**src/rtl/uart_tx_buffered_pkg.sv**
```systemverilog
// Shared definitions for the buffered UART transmitter: serializer state
// encodings, frame lengths and the UART MMIO map used by the IO decode.
// UART_TX_PARITY_EN selects the 11-bit (even parity) frame.
package uart_tx_buffered_pkg;

    typedef enum logic [2:0] {
        ST_IDLE   = 3'd0,
        ST_START  = 3'd1,
        ST_DATA   = 3'd2,
        ST_PARITY = 3'd3,
        ST_STOP   = 3'd4
    } tx_state_e;

    localparam int FRAME_BITS_8N1 = 10;
    localparam int FRAME_BITS_8E1 = 11;

`ifdef UART_TX_PARITY_EN
    localparam int FRAME_BITS = FRAME_BITS_8E1;
`else
    localparam int FRAME_BITS = FRAME_BITS_8N1;
`endif

    // UART MMIO map shared with the CPU IO decode.
    localparam logic [31:0] UART_STATUS_ADDR = 32'h8000_0000;
    localparam logic [31:0] UART_RX_ADDR     = 32'h8000_0004;
    localparam logic [31:0] UART_TX_ADDR     = 32'h8000_0008;

    // Even parity bit: makes the total count of ones (data + parity) even.
    function automatic logic even_parity(input logic [7:0] b);
        return ^b;
    endfunction

endpackage

```
**src/rtl/uart_tx_buffered_if.sv**
```systemverilog
// Byte handshake from the MMIO store decode into the UART TX buffer.
interface uart_tx_buffered_if;

    logic [7:0] data_in;
    logic       data_in_valid;
    logic       data_in_ready;

    modport master (
        output data_in,
        output data_in_valid,
        input  data_in_ready
    );

    modport slave (
        input  data_in,
        input  data_in_valid,
        output data_in_ready
    );

endinterface

```
**src/rtl/uart_tx_buffered_sync_fifo.sv**
```systemverilog
// Single-clock circular FIFO. Pointers wrap naturally because DEPTH is a
// power of two; the head entry is read straight from storage.
module sync_fifo #(
    parameter int WIDTH = 8,
    parameter int DEPTH = 8
) (
    input  logic                   clk,
    input  logic                   reset,
    input  logic                   push,
    input  logic [WIDTH-1:0]       push_data,
    input  logic                   pop,
    output logic [WIDTH-1:0]       head_data,
    output logic                   full,
    output logic                   empty,
    output logic [$clog2(DEPTH):0] level
);

    localparam int PTR_W = $clog2(DEPTH);
    localparam int LVL_W = PTR_W + 1;

    logic [WIDTH-1:0] mem [DEPTH];
    logic [PTR_W-1:0] wr_ptr;
    logic [PTR_W-1:0] rd_ptr;
    logic [LVL_W-1:0] count;
    logic             do_push;
    logic             do_pop;

    assign full      = (count == LVL_W'(DEPTH));
    assign empty     = (count == '0);
    assign level     = count;
    assign head_data = mem[rd_ptr];
    assign do_push   = push && !full;
    assign do_pop    = pop && !empty;

    // Storage write on accepted push.
    // NOTE: the data array is deliberately not reset; an entry is only ever
    // read after it has been written, and leaving it out keeps it a plain RAM.
    always_ff @(posedge clk) begin
        if (do_push) begin
            mem[wr_ptr] <= push_data;
        end
    end

    // Pointer and occupancy bookkeeping; simultaneous push and pop keep count.
    // NOTE: non-blocking assignments so every register samples pre-edge values.
    always_ff @(posedge clk) begin
        if (reset) begin
            wr_ptr <= '0;
            rd_ptr <= '0;
            count  <= '0;
        end else begin
            if (do_push) wr_ptr <= wr_ptr + 1'b1;
            if (do_pop)  rd_ptr <= rd_ptr + 1'b1;
            case ({do_push, do_pop})
                2'b10:   count <= count + 1'b1;
                2'b01:   count <= count - 1'b1;
                default: count <= count;
            endcase
        end
    end

endmodule

```
**src/rtl/uart_tx_buffered.sv**
```systemverilog
// Buffered UART transmitter: byte FIFO feeding an 8N1 serializer.
// Define UART_TX_PARITY_EN for an 8E1 frame (PARITY state after DATA).
module uart_tx_buffered
    import uart_tx_buffered_pkg::*;
#(
    parameter int CLOCK_FREQ = 50_000_000,
    parameter int BAUD_RATE  = 115_200,
    parameter int FIFO_DEPTH = 8
) (
    input  logic                        clk,
    input  logic                        reset,
    uart_tx_buffered_if.slave           in_if,
    output logic                        serial_out,
    output logic                        tx_busy,
    output logic [$clog2(FIFO_DEPTH):0] tx_level
);

    localparam int CYCLES_PER_BAUD = CLOCK_FREQ / BAUD_RATE;
    localparam int BAUD_W          = $clog2(CYCLES_PER_BAUD);
    localparam logic [BAUD_W-1:0] BAUD_LAST = BAUD_W'(CYCLES_PER_BAUD - 1);

    tx_state_e         state, state_next;
    logic [BAUD_W-1:0] baud_cnt, baud_cnt_next;
    logic [2:0]        bit_idx, bit_idx_next;
    logic [7:0]        tx_byte, tx_byte_next;
    logic              serial_next;
    logic              baud_tick;

    logic              fifo_full;
    logic              fifo_empty;
    logic              fifo_pop;
    logic [7:0]        fifo_head;

    // Ready depends only on fullness, never on a same-cycle pop.
    assign in_if.data_in_ready = !fifo_full;
    assign baud_tick           = (baud_cnt == BAUD_LAST);
    assign tx_busy             = (state != ST_IDLE) || (tx_level != '0);

    sync_fifo #(
        .WIDTH (8),
        .DEPTH (FIFO_DEPTH)
    ) u_fifo (
        .clk       (clk),
        .reset     (reset),
        .push      (in_if.data_in_valid && in_if.data_in_ready),
        .push_data (in_if.data_in),
        .pop       (fifo_pop),
        .head_data (fifo_head),
        .full      (fifo_full),
        .empty     (fifo_empty),
        .level     (tx_level)
    );

    // Serializer registers, including the registered TX line.
    always_ff @(posedge clk) begin
        if (reset) begin
            state      <= ST_IDLE;
            baud_cnt   <= '0;
            bit_idx    <= '0;
            tx_byte    <= '0;
            serial_out <= 1'b1;
        end else begin
            state      <= state_next;
            baud_cnt   <= baud_cnt_next;
            bit_idx    <= bit_idx_next;
            tx_byte    <= tx_byte_next;
            serial_out <= serial_next;
        end
    end

    // Next-state, next line level and FIFO pop for the serializer.
    // NOTE: every variable gets a default first so no path can infer a latch.
    always_comb begin
        state_next    = state;
        baud_cnt_next = '0;
        bit_idx_next  = bit_idx;
        tx_byte_next  = tx_byte;
        serial_next   = serial_out;
        fifo_pop      = 1'b0;

        if (state != ST_IDLE && !baud_tick) begin
            baud_cnt_next = baud_cnt + 1'b1;
        end

        case (state)
            ST_IDLE: begin
                serial_next = 1'b1;
                if (!fifo_empty) begin
                    fifo_pop     = 1'b1;
                    tx_byte_next = fifo_head;
                    state_next   = ST_START;
                    serial_next  = 1'b0;
                end
            end
            ST_START: begin
                if (baud_tick) begin
                    state_next   = ST_DATA;
                    bit_idx_next = '0;
                    serial_next  = tx_byte[0];
                end
            end
            ST_DATA: begin
                if (baud_tick) begin
                    if (bit_idx == 3'd7) begin
`ifdef UART_TX_PARITY_EN
                        state_next  = ST_PARITY;
                        serial_next = even_parity(tx_byte);
`else
                        state_next  = ST_STOP;
                        serial_next = 1'b1;
`endif
                    end else begin
                        bit_idx_next = bit_idx + 3'd1;
                        serial_next  = tx_byte[bit_idx + 3'd1];
                    end
                end
            end
`ifdef UART_TX_PARITY_EN
            ST_PARITY: begin
                if (baud_tick) begin
                    state_next  = ST_STOP;
                    serial_next = 1'b1;
                end
            end
`endif
            ST_STOP: begin
                if (baud_tick) begin
                    if (!fifo_empty) begin
                        // Chain straight into the next start bit.
                        fifo_pop     = 1'b1;
                        tx_byte_next = fifo_head;
                        state_next   = ST_START;
                        serial_next  = 1'b0;
                    end else begin
                        state_next  = ST_IDLE;
                        serial_next = 1'b1;
                    end
                end
            end
            default: begin
                state_next  = ST_IDLE;
                serial_next = 1'b1;
            end
        endcase
    end

endmodule
```
**src/flat_wrapper.sv**
```systemverilog
// flat-port wrapper written by rule: the top's interface ports become plain ports
module uart_tx_buffered_flat import uart_tx_buffered_pkg::*;
#(
    parameter int CLOCK_FREQ = 50_000_000,
    parameter int BAUD_RATE  = 115_200,
    parameter int FIFO_DEPTH = 8
)
  (clk, reset, serial_out, tx_busy, tx_level, in_if_data_in, in_if_data_in_valid, in_if_data_in_ready);
  uart_tx_buffered_if in_if_i ();
  input  logic clk;
  input  logic reset;
  output logic serial_out;
  output logic tx_busy;
  output logic [$clog2(FIFO_DEPTH):0] tx_level;
  input wire logic [$bits(in_if_i.data_in)-1:0] in_if_data_in;
  input wire logic [$bits(in_if_i.data_in_valid)-1:0] in_if_data_in_valid;
  output wire logic [$bits(in_if_i.data_in_ready)-1:0] in_if_data_in_ready;
  assign in_if_i.data_in = in_if_data_in;
  assign in_if_i.data_in_valid = in_if_data_in_valid;
  assign in_if_data_in_ready = in_if_i.data_in_ready;
  uart_tx_buffered #(.CLOCK_FREQ(CLOCK_FREQ), .BAUD_RATE(BAUD_RATE), .FIFO_DEPTH(FIFO_DEPTH)) u_core (.clk(clk), .reset(reset), .in_if(in_if_i), .serial_out(serial_out), .tx_busy(tx_busy), .tx_level(tx_level));
endmodule
```
**config.mk**
```make
export PLATFORM = sky130hd
export DESIGN_NAME = uart_tx_buffered_flat
export DESIGN_NICKNAME = d
export VERILOG_FILES = /design/src/rtl/uart_tx_buffered_pkg.sv /design/src/rtl/uart_tx_buffered_if.sv /design/src/rtl/uart_tx_buffered_sync_fifo.sv /design/src/rtl/uart_tx_buffered.sv /design/src/flat_wrapper.sv
export SDC_FILE = /design/constraint.sdc
export NUM_CORES = 1
export LEC_CHECK = 0
export CORE_UTILIZATION = 29
export DETAILED_ROUTE_END_ITERATION = 6
export PLACE_DENSITY = 0.48
export SLEW_MARGIN = 40
export SYNTH_ARGS = -nofsm -noshare
export SYNTH_HDL_FRONTEND = slang
export SYNTH_SLANG_ARGS = --single-unit
```
**constraint.sdc**
```tcl
create_clock -name clk -period 6.94 [get_ports clk]
set_input_delay 2.082 -clock clk [delete_from_list [all_inputs] [get_ports clk]]
set_output_delay 2.082 -clock clk [all_outputs]
set_load 0.03 [all_outputs]
```
==> impl.org <==
** Status
- The flow ran to the end, and the final reports show no timing, DRC or antenna violations.

** Synth
- The cell count after synthesis came out at 302.
- Count of flip-flops with a built-in enable after synthesis :: 64
- After synthesis the netlist holds a flip-flop and latch count of 101.
- Distinct cells, synth :: 45
- For this run, the number of Yosys warnings is 0.
- Most frequent cell after synthesis :: edfxtp_1
- Of all cell types, the one taking the most synthesized area is edfxtp_1.
- Proportion of synthesized flip-flops having asynchronous set or reset :: 0%
- Commonest cells in the synthesized netlist :: edfxtp_1, dfxtp_1, nor2_1, a21oi_1, mux4_2
- Sequential cells were found to cover 62.6% of the synthesized design area.
- For this run, the leading register cell type out of synthesis is edfxtp_1.
- Syn Area/Cell :: 14.1 sq um
- Cell area after technology mapping :: 4250 sq um
- Portion of synthesized cell area occupied by the leading cell type :: 45.2%
- Synthesis produced a netlist with a net count of 322.
- After synthesis, the cell types taking the most area are edfxtp_1, dfxtp_1, mux4_2.

** Hold path
- The worst hold path terminates at u_core.bit_idx[2].
- The path class of the tightest hold or removal check is register to register.
- Worst hold path stage count :: 2
- Worst min-delay path startpoint :: u_core.bit_idx[2]

** STA
- The final count of hold timing violations came to 0.
- Clock skew on the completed layout was measured at 5.80 ps.
- Slew of the pin with the lowest slew margin :: 827 ps
- Setup violations remaining at the end of the flow were counted as 0.
- Setup TNS :: 0 ps
- Hold timing on the final database bottoms out at a slack of 462 ps.
- Fin crit share :: 61.4%
- Max Clk Rate :: 235 MHz
- Measured against its own limit, the worst slew margin works out to 44.4%.
- Setup repair after global routing left no endpoint under its margin.
- Fin crit period :: 4260 ps
- The number of pins exceeding their max-slew limit in the final report was 0.

** Clock network
- Setup Fix Bufs, Post-CTS :: 0
- Root buffer selected by CTS :: clkbuf_16
- CTS Hold Buffers Added :: 0
- In this run, post-CTS repair resized a total of 0 instances.
- Number of buffers added by the clock tree synthesis step :: 9
- Clk slew on worst S/H paths :: 70 ps
- Counting along the longest clock path gives a buffer depth of 2.
- Worst-skew pair later-pin latency :: 350 ps
- The H-tree was split into 3 levels.
- TritonCTS built the clock tree.
- Number of clock sinks :: 101

** Pwr
- Per report_power, the clock group accounts for 29.6% of the total.
- In this run switching power makes up 31.2% of total power.
- Power density over the cells :: 356 nW/um^2
- Comb pwr share :: 26.4%
- Internal power component :: 0.00120 W
- In this run the static leakage power is 1.53 nW.
- Registers are responsible for 44.0% of the overall power.
- Sw Pwr :: 0.000546 W
- Max IR drop VDD :: 0.000161 V

** Layout
- Number of diodes added for antenna fixing :: 0
- Area used by sequential logic in the layout :: 2660 sq um
- The final layout contains 337 nets.
- Multi-input gate area in the final layout :: 1500 sq um
- The area growth from synthesis to layout is 15.5%.
- The finished cells cover 4910 sq um.
- In the final layout, the share of cells above drive strength 1 is 16.8%.
- Filler Cells Inserted :: 1395

** Setup path
- The critical path is of the register to output pin type.
- Worst reg2reg setup slack :: 3990 ps
- Crit path DAT :: 2180 ps
- R2r worst-path depth :: 10
- The worst setup path is launched from a register.
- STA classifies the critical path endpoint as an output pin.
- The endpoint identified for the worst register-to-register timing path is u_core.u_fifo.level[2].
- In this run the worst path has a maximum fanout of 7.
- Crit Reg-Reg Startpoint :: u_core.baud_cnt[2]
- At the worst endpoint, the required time is 4860 ps.

** Detailed routing
- Routed Wire Length :: 8.07 mm
- Mean number of vias per cell :: 4.81
- Summing over every cut layer, the via total after detailed routing is 2410.
- For this run, the detailed router's first-pass iteration total came to 4.
- Initial drt markers :: 124
- In this run the remaining antenna-violating nets after routing total 0.
- Remaining design rule violation count :: 0
- Mean routed wirelength per cell :: 16.1 um

** Floorplanning
- Die Area :: 15100 sq um
- The floorplan step set the die height to 123 um.
- 18 I/O pins were placed.
- In this run the core area contains 43 standard-cell rows.
- In this run the standard cell core region covers 14100 sq um.
- From left edge to right edge, the die measures 123 um.
- Effective utilization at floorplan :: 30.2%

** GRT
- Final global-route overflow total :: 0
- Vias in the first global route :: 2403
- Number of antenna violations at the first check in global routing :: 0
- The first global-routing pass estimated 13.4 mm of wire.
- Overall track demand over capacity in global routing :: 12.1%
- Maximum number of pins on one net before global-route repair :: 30

** Place
- Routability congestion estimate :: 0.747
- Dpl hpwl :: 5.31 mm
- Instance area at placement :: 4610 sq um
- Number of buffers inserted by port buffering :: 17

** Run
- Max-cap viol count :: 0
==> state kept, by name (all words and copies together), names as in the netlist, named ones only <==
| register | cells |
|---|---|
| u_core.u_fifo.mem | 64 |
| u_core.baud_cnt | 9 |
| u_core.tx_byte | 8 |
| u_core.u_fifo.level | 4 |
| u_core.bit_idx | 3 |
| u_core.state | 3 |
| u_core.u_fifo.rd_ptr | 3 |
| u_core.u_fifo.wr_ptr | 3 |
| u_core.serial_out | 1 |
==> worst max-delay path, cell delays in order, from the launching register on <==
cell and delay, ps:
dfxtp_1 380, nor4_1 740, nand2_1 90, clkdlybuf4s50_1 620
==> worst max path at each step <==
stage                           start                      end  depth (start not counted)
2_1_floorplan     in_if_data_in_valid   u_core.u_fifo.level[2]                          8
3_3_place_gp      in_if_data_in_valid  u_core.u_fifo.mem[1][0]                          3
3_5_place_dp      in_if_data_in_valid   u_core.u_fifo.level[2]                          9
4_1_cts        u_core.u_fifo.level[0]                  tx_busy                          3
5_1_grt        u_core.u_fifo.level[0]                  tx_busy                          3
6_report       u_core.u_fifo.level[0]                  tx_busy                          3
==> cell type report <==
cell class              instances  share of cell area [%]
flip-flops and latches        101                    54.2
multi-input cells             178                    30.6
clock buffers                   9                    4.59
well taps                     180                    4.59
repair buffers                 21                    3.97
clock inverters                 6                    1.55
inverters                       6                   0.459
==> layout by cell type (no fill, tap or decap), types with 3 or more instances in the layout <==
| master | Yosys | layout |
|---|---|---|
| edfxtp_1 | 64 | 64 |
| dfxtp_1 | 37 | 36 |
| a21oi_1 | 20 | 20 |
| nor2_1 | 21 | 18 |
| mux4_2 | 17 | 17 |
| clkdlybuf4s50_1 | 0 | 16 |
| mux2i_1 | 13 | 13 |
| nand2_1 | 11 | 11 |
| a211oi_1 | 10 | 10 |
| nand3_1 | 9 | 9 |
| ha_1 | 9 | 9 |
| clkbuf_16 | 0 | 9 |
| xor2_1 | 8 | 8 |
| o21ai_0 | 7 | 7 |
| inv_1 | 6 | 6 |
| or3_1 | 6 | 6 |
| nor3_1 | 8 | 6 |
| xnor2_1 | 5 | 5 |
| nor2_2 | 1 | 4 |
| inv_6 | 0 | 4 |
| buf_4 | 1 | 4 |
| nand4_1 | 3 | 3 |
| nor3b_1 | 3 | 3 |
==> power by group through the flow <==
stage / combinational (W) / sequential, W / clock (W)
floorplan: 0.000343 / 0.000769 / 0
global placement: 0.000461 / 0.000780 / 0
detailed placement: 0.000470 / 0.000783 / 0
CTS: 0.000470 / 0.000770 / 0.000533
global route: 0.000516 / 0.000781 / 0.000553
finish: 0.000461 / 0.000769 / 0.000517
==> per-layer routing <==
metal / up-vias / track usage (%) / routed length [um]
met1: 1189 / 16.6 / 4030
met2: 33 / 18.3 / 3670
met5: - / 0 / 0
li1: 1179 / - / -
met3: 9 / 3.55 / 252
met4: 0 / 4.29 / 115
==> cells by family after synthesis <==
kind of cell / count (synthesis) / share of synthesized area (%)
adder cells (fa/ha/maj): 9 / 2.65
XOR/XNOR: 13 / 2.68
multiplexers: 31 / 12.3
AND/OR/NAND/NOR: 81 / 10.3
AO/OA/AOI/OAI: 44 / 6.59
flip-flops: 101 / 62.6
buffers and inverters: 23 / 2.77
==> per-stage QoR <==
step           instances  power [W]  utilization [%]  setup WS (ps)
2_1_floorplan        302    0.00111                -           3460
3_3_place_gp         486    0.00124             32.5           2670
3_5_place_dp         486    0.00125             32.7           2720
4_1_cts              501    0.00177             34.8           2620
5_1_grt              501    0.00185             34.8           2550
6_report             501    0.00175             34.8           2680
(Power assumes the default switching activity.)
